### src/rtl/bsg_manycore_link_to_axil_pkg.sv
// Shared width constants and helpers for the manycore-link to AXI-Lite bridge.
// Both the word packer and the endpoint-to-FIFO adapter import this package.
package bsg_manycore_link_to_axil_pkg;

  localparam int host_width_gp = 32;
  localparam int fifo_width_gp = 128;

  // Number of host words that make up one FIFO packet.
  function automatic int words_f(input int fifo_width, input int host_width);
    return fifo_width / host_width;
  endfunction

  typedef enum logic {
    e_tx_fill,
    e_tx_full
  } tx_state_e;

endpackage

### src/rtl/bsg_mcl_word_unpacker.sv
// RX side: holds one packet and hands it to the host one word at a time,
// least-significant word first.
module bsg_mcl_word_unpacker
  import bsg_manycore_link_to_axil_pkg::*;
#(
  parameter int host_width_p = host_width_gp,
  parameter int fifo_width_p = fifo_width_gp,
  parameter int words_lp     = words_f(fifo_width_gp, host_width_gp),
  parameter int cnt_w_lp     = $clog2(words_lp + 1)
) (
  input  logic                    clk_i,
  input  logic                    reset_i,
  input  logic                    pkt_v_i,
  input  logic [fifo_width_p-1:0] pkt_data_i,
  output logic                    pkt_ready_o,
  output logic                    host_v_o,
  output logic [host_width_p-1:0] host_data_o,
  input  logic                    host_yumi_i,
  output logic [cnt_w_lp-1:0]     rx_words_o
);

  logic [fifo_width_p-1:0] rx_data_r;
  logic [cnt_w_lp-1:0]     rx_cnt_r;

  assign pkt_ready_o = (rx_cnt_r == '0);
  assign host_v_o    = (rx_cnt_r != '0);
  assign rx_words_o  = rx_cnt_r;

  // Load only when empty; a yumi while empty is ignored so the count never wraps.
  always_ff @(posedge clk_i or posedge reset_i) begin
    if (reset_i) begin
      rx_data_r <= '0;
      rx_cnt_r  <= '0;
    end else if (pkt_v_i && pkt_ready_o) begin
      rx_data_r <= pkt_data_i;
      rx_cnt_r  <= cnt_w_lp'(words_lp);
    end else if (host_yumi_i && host_v_o) begin
      rx_cnt_r  <= rx_cnt_r - cnt_w_lp'(1);
    end
  end

  // Remaining count maps to slice index words_lp - rx_cnt; zero when empty.
  always_comb begin
    host_data_o = '0;
    for (int i = 0; i < words_lp; i++) begin
      if (rx_cnt_r == cnt_w_lp'(words_lp - i)) begin
        host_data_o = rx_data_r[i*host_width_p +: host_width_p];
      end
    end
  end

endmodule

### src/rtl/bsg_mcl_word_packer.sv
// Host-word <-> FIFO-packet width converter: TX packs host words into one
// packet, RX unpacks one packet into host words. One packet of buffering each way.
module bsg_mcl_word_packer
  import bsg_manycore_link_to_axil_pkg::*;
#(
  parameter int host_width_p = host_width_gp,
  parameter int fifo_width_p = fifo_width_gp
) (
  input  logic                                                       clk_i,
  input  logic                                                       reset_i,
  input  logic                                                       host_v_i,
  input  logic [host_width_p-1:0]                                    host_data_i,
  output logic                                                       host_ready_o,
  output logic                                                       pkt_v_o,
  output logic [fifo_width_p-1:0]                                    pkt_data_o,
  input  logic                                                       pkt_ready_i,
  input  logic                                                       pkt_v_i,
  input  logic [fifo_width_p-1:0]                                    pkt_data_i,
  output logic                                                       pkt_ready_o,
  output logic                                                       host_v_o,
  output logic [host_width_p-1:0]                                    host_data_o,
  input  logic                                                       host_yumi_i,
  output logic [$clog2(words_f(fifo_width_p, host_width_p)+1)-1:0]   tx_words_o,
  output logic [$clog2(words_f(fifo_width_p, host_width_p)+1)-1:0]   rx_words_o
);

  localparam int words_lp = words_f(fifo_width_p, host_width_p);
  localparam int cnt_w_lp = $clog2(words_lp + 1);

  if ((fifo_width_p % host_width_p) != 0 || fifo_width_p < host_width_p) begin : g_bad_width
    $error("bsg_mcl_word_packer: fifo_width_p must be a multiple of host_width_p");
  end

  tx_state_e               tx_state_r;
  logic [cnt_w_lp-1:0]     tx_cnt_r;
  logic [fifo_width_p-1:0] tx_data_r;

  assign host_ready_o = (tx_state_r == e_tx_fill);
  assign pkt_v_o      = (tx_state_r == e_tx_full);
  assign pkt_data_o   = tx_data_r;
  assign tx_words_o   = tx_cnt_r;

  // State tracks tx_cnt == words_lp so ready/valid come straight from a flop.
  always_ff @(posedge clk_i or posedge reset_i) begin
    if (reset_i) begin
      tx_state_r <= e_tx_fill;
      tx_cnt_r   <= '0;
      tx_data_r  <= '0;
    end else begin
      case (tx_state_r)
        e_tx_fill: begin
          if (host_v_i) begin
            for (int i = 0; i < words_lp; i++) begin
              if (tx_cnt_r == cnt_w_lp'(i)) begin
                tx_data_r[i*host_width_p +: host_width_p] <= host_data_i;
              end
            end
            tx_cnt_r <= tx_cnt_r + cnt_w_lp'(1);
            if (tx_cnt_r == cnt_w_lp'(words_lp - 1)) begin
              tx_state_r <= e_tx_full;
            end
          end
        end
        e_tx_full: begin
          if (pkt_ready_i) begin
            tx_cnt_r   <= '0;
            tx_state_r <= e_tx_fill;
          end
        end
      endcase
    end
  end

  bsg_mcl_word_unpacker #(
    .host_width_p (host_width_p),
    .fifo_width_p (fifo_width_p),
    .words_lp     (words_lp),
    .cnt_w_lp     (cnt_w_lp)
  ) unpacker (
    .clk_i       (clk_i),
    .reset_i     (reset_i),
    .pkt_v_i     (pkt_v_i),
    .pkt_data_i  (pkt_data_i),
    .pkt_ready_o (pkt_ready_o),
    .host_v_o    (host_v_o),
    .host_data_o (host_data_o),
    .host_yumi_i (host_yumi_i),
    .rx_words_o  (rx_words_o)
  );

endmodule

### config.mk
export PLATFORM = sky130hd
export DESIGN_NAME = bsg_mcl_word_packer
export DESIGN_NICKNAME = d
export VERILOG_FILES = /design/src/rtl/bsg_manycore_link_to_axil_pkg.sv /design/src/rtl/bsg_mcl_word_unpacker.sv /design/src/rtl/bsg_mcl_word_packer.sv
export SDC_FILE = /design/constraint.sdc
export NUM_CORES = 1
export LEC_CHECK = 0
export CAP_MARGIN = 25
export CORE_MARGIN = 1.5
export CORE_UTILIZATION = 60
export CTS_BUF_LIST = sky130_fd_sc_hd__clkbuf_8
export DETAILED_ROUTE_END_ITERATION = 7
export DONT_BUFFER_PORTS = 1
export GPL_TIMING_DRIVEN = 0
export MAX_ROUTING_LAYER = met4
export PLACE_DENSITY = 0.77
export SYNTH_ARGS = -nofsm -noshare
export SYNTH_HDL_FRONTEND = slang
export SYNTH_SLANG_ARGS = --single-unit
### constraint.sdc
create_clock -name clk_i -period 13.75 [get_ports clk_i]
set_input_delay 2.75 -clock clk_i [delete_from_list [all_inputs] [get_ports clk_i]]
set_output_delay 2.75 -clock clk_i [all_outputs]
set_load 0.05 [all_outputs]
== Word-level counts from Yosys, hierarchy flattened ==
Cells that the tools add are included.
Storage, ports and cells
  flip-flop bits (word level): 263
  input bits: 166
  output and inout bits: 170
  word-level logic and storage cells: 44
Cells by class
  $add $sub $neg: 2
  eq/ne operators: 9
  muxes and demuxes: 13
  bitwise gates (word level): 1
  reductions and logical operators: 11
Operators by type and width (count)
  32-bit two-way mux: 4
  3-bit by 2-bit == test with 1-bit output (second input constant): 4
  3-bit two-way mux: 4
  3-bit AND reduction: 4
  3-bit by 1-bit == test with 1-bit output (second input constant): 2
  3-bit logical NOT: 2
  3-bit one-hot mux with 2 select lines: 1
  2-bit != test (second input constant): 2
  3-bit by 1-bit adder with 3-bit output (second input constant): 1
  3-bit == test (second input constant): 1
  1-bit two-way mux: 3
  3-bit nonzero test: 1
  3-bit by 1-bit subtractor with 3-bit output (second input constant): 1
  1-bit logical AND: 2
  1-bit one-hot mux with 2 select lines: 1
  2-bit AND reduction: 1
  2-bit nonzero test: 1
  1-bit inverter: 1

== Longest topological paths before layout ==
  depth in word-level cells: 5
  gate-level depth with buffers: 7
  mapped depth without buffers: 5

== By module ==
Synthesis repeated with hierarchy kept, for this count alone.
Second synthesis, totals
  cell total of the unflattened synthesis: 808
  area total of the unflattened synthesis: 11483.5 um2
By module, submodules not included
  bsg_mcl_word_unpacker: times used 1, cells an instance 512, area each 6124.6 um2, seq. area each 3278.1 um2
  bsg_mcl_word_packer: times used 1, cells an instance 296, area each 5358.9 um2, seq. area each 3303.2 um2

== Worst setup path before layout ==
Ideal clock, no wire load.
  kind: register to output
  from: register unpacker.rx_cnt_r[0], in the netlist unpacker.rx_words_o[0]
  to: output host_data_o[0]
  data arrival time: 2.674 ns
  required time: 11.000 ns
  path slack: 8.326 ns
  stages on the path, launching flop included: 8
  path buffers: 2
  cell sequence: dfrtp_1 inv_1 ha_1 buf_2 clkbuf_1 nand2_1 a22o_1 o21ai_0
Between the ends
  longest elaborated chain between the ends: 5
  elaborated cells on any way between the ends: 8
  classes of those cells: 4 x eq/ne; 4 x mux
Ends and longest elaborated chain
  start, declared: line bsg_mcl_word_unpacker.sv:23  | logic [cnt_w_lp-1:0] rx_cnt_r;
  start signal, assigned: line bsg_mcl_word_unpacker.sv:36  | rx_cnt_r <= cnt_w_lp'(words_lp);
  start signal, assigned: line bsg_mcl_word_unpacker.sv:38  | rx_cnt_r <= rx_cnt_r - cnt_w_lp'(1);
  3-bit == test: line bsg_mcl_word_unpacker.sv:46  | if (rx_cnt_r == cnt_w_lp'(words_lp - i)) begin
  32-bit two-way mux (3 in a row): line bsg_mcl_word_unpacker.sv:46
  32-bit two-way mux *: line bsg_mcl_word_unpacker.sv:46
  end, declared: line bsg_mcl_word_packer.sv:21  | output logic [host_width_p-1:0] host_data_o,
Mark *: on every way between the ends. The rest lies on a longest branch, timed or not.

== Worst setup path in the final report ==
  from: register unpacker.rx_cnt_r[0], in the netlist unpacker.rx_words_o[0]
  to: output host_data_o[19]
Same word-level chain as after synthesis.

==> impl_metrics.toml <==
[route]
viasPerCell = 5.96
ant_nets = 0
drc = 0
wl_mm = 28.3
dr.first_iter.drc_count = 236
wl_per_cell_um = 24.6
dr.pass1.iters = 4
vias = 6857

[floorplanning]
dieWidth_um = 142
initial_core_util_pct = 61.4
io_pins = 336
core_mm2 = 0.0188
dieHeight_um = 142
dieArea_mm2 = 0.0201
rows = 50

[placed_design]
gp_congestion = 0.865
hpwl_mm = 20.2
port_buffers = 0
place_area_mm2 = 0.0120

[clock_network]
clock-sinks = 263
cts_buffers = 42
insertion_delay_ns = 0.53
root_buffer = "clkbuf_8"
postCtsHoldBufs = 0
post_cts_buffers = 0
cts_max_path_buffers = 3
clk_pin_slew_ns = 0.06
cts_tree = "yes"
cts_resized = 0
cts_max_level = 2

[global_routing]
overflow = 0
grt_usage_pct = 28.9
antenna_found_initial = 4
grt_pass1_vias = 7500
grt_pass1_wl_mm = 42.7
grt_max_degree = 123

[timing]
setup_tns_ns = 0
final_max_slew_viol_count = 0
min_period_over_period_pct = 44.9
whs_ns = 0.498
finClkSkew_ns = 0.0226
rsz0062_at_grt = "false"
period_needed_ns = 6.18
setup_viol = 0
worst_slew_pin_slew_ns = 1.13
hold_viol = 0
fmax_mhz = 162
timing.slew.headroom_pct = 24.2

[yosys]
avgSynthCellArea_um2 = 14.3
ys_types = 25
yosysSeqAreaShare_pct = 56.9
ys_warn_count = 0
synth-seq-cells = 263
syn_inst = 809
synth_nets = 985
syn_area_mm2 = 0.0116

[worst_setup_path]
critPathMaxFanout = 10
worstSetupStartpointType = "flop"
cp_slowest_cell = "o21ai_1"
crit_required_ns = 11.00
critPathTopFamily = "compound AO/OA/AOI/OAI gates"
critical_path_buf_inv_count = 2
crit_type = "reg -> out"
cp_data_arrival_time_ns = 3.43
endpoint_kind = "primary output"
max_stage_delay_ns = 0.89
crit_chain = "inv_1 > ha_1 > nand2b_1 > clkbuf_1 > o21ai_0 > o21ai_1"

[layout]
final_cell_mix = "dfrtp_1 (263), mux2_2 (167), nand2_1 (100)"
drive_above_1_share_pct = 40.5
areaGrowthSynthToFinish_pct = 11.1
layout_commonest_cell = "dfrtp_1"
design_area_mm2 = 0.0129
finish.net_count = 1031
fin_util_pct = 68.3

[job]
maxCapViolCount = 0

[status]
status = "complete, no violations"

[worst_hold_path]
hold_class = "reg -> reg"
[cell type report]
class | instances | area, um2
inverter | 9 | 41.3
tap | 260 | 325
timing repair buffer | 2 | 55.1
multi-input combinational | 484 | 4480
clock inverter | 19 | 101
antenna | 4 | 10.0
buffer | 53 | 473
fill | 1287 | 5980
clock buffer | 57 | 785
sequential | 263 | 6580
[final timing paths]
check                      slack, ns                    from                     end  cells after the start
max                             7.57  unpacker.rx_words_o[0]         host_data_o[19]                      6
min                             0.50  unpacker.rx_data_r[81]  unpacker.rx_data_r[81]                      1
max reg2reg                    11.21  unpacker.rx_words_o[0]  unpacker.rx_words_o[0]                      6
min reg2reg                     0.50  unpacker.rx_data_r[81]  unpacker.rx_data_r[81]                      1
max in group asynchronous      10.89                 reset_i         pkt_data_o[103]                      2
min in group asynchronous       2.00                 reset_i  unpacker.rx_data_r[34]                      1
[state kept, by name, summed over array words and instances (netlist names)]
| signal | count |
|---|---|
| pkt_data_o | 128 |
| pkt_v_o | 1 |
| tx_words_o | 3 |
| unpacker.rx_data_r | 128 |
| unpacker.rx_words_o | 3 |
[cells in the mapped netlist]
library cell,count,share of area (%)
ha_1,10,1.1
nor2_1,1,0.032
inv_1,9,0.29
and2_1,1,0.054
nor2b_4,1,0.12
a21boi_0,1,0.065
o21ai_0,67,2.9
buf_6,14,1.4
clkbuf_1,16,0.52
buf_12,9,1.6
mux2_4,90,12
a211oi_1,1,0.065
a31oi_1,1,0.054
a22o_1,34,2.6
nand3b_1,1,0.065
buf_2,12,0.52
nand2_1,100,3.2
buf_4,2,0.13
nor2b_1,1,0.054
mux2_2,167,16
dfrtp_1,263,57
and3b_1,1,0.076
and3_1,3,0.16
nand2b_1,3,0.16
mux2i_1,1,0.087
[worst register-to-register path: stages, from the launching register on]
cell and delay (ns):
dfrtp_1 0.75, inv_1 0.19, ha_1 0.24, buf_2 0.18, nand2b_1 0.50, a21boi_0 0.27, mux2_2 0.31
[through the flow]
stage	cells	setup slack [ns]
after CTS	1147	7.58
after detailed placement	1071	8.15
after global placement	1069	1.84
final	1151	7.57
after floorplan	809	3.76
after global routing	1151	7.44
[logic make-up (layout without fill, tap and decap cells)]
kind of cell    count (synthesis)  count (layout)  share of synthesized area [%]
flops                         263             263                           56.9
mux                           258             258                           28.0
compound gates                104             104                           5.66
other cells                     0               4                              0
buf+inv                        62             140                           4.38
fa+ha+maj                      10              10                           1.08
simple gates                  112             112                           3.97
[per-layer routing]
metal | GRT usage [%] | share of wire, % | up-vias
met5 | - | 0 | -
met4 | 9.93 | 2.2 | 0
met3 | 11.1 | 11 | 54
met2 | 49.0 | 52 | 348
met1 | 30.9 | 35 | 3514
li1 | - | - | 2941
Power is left out: the tool's default activity adds up to more than one toggle a clock period on the data nets, which glitch-free logic cannot reach.
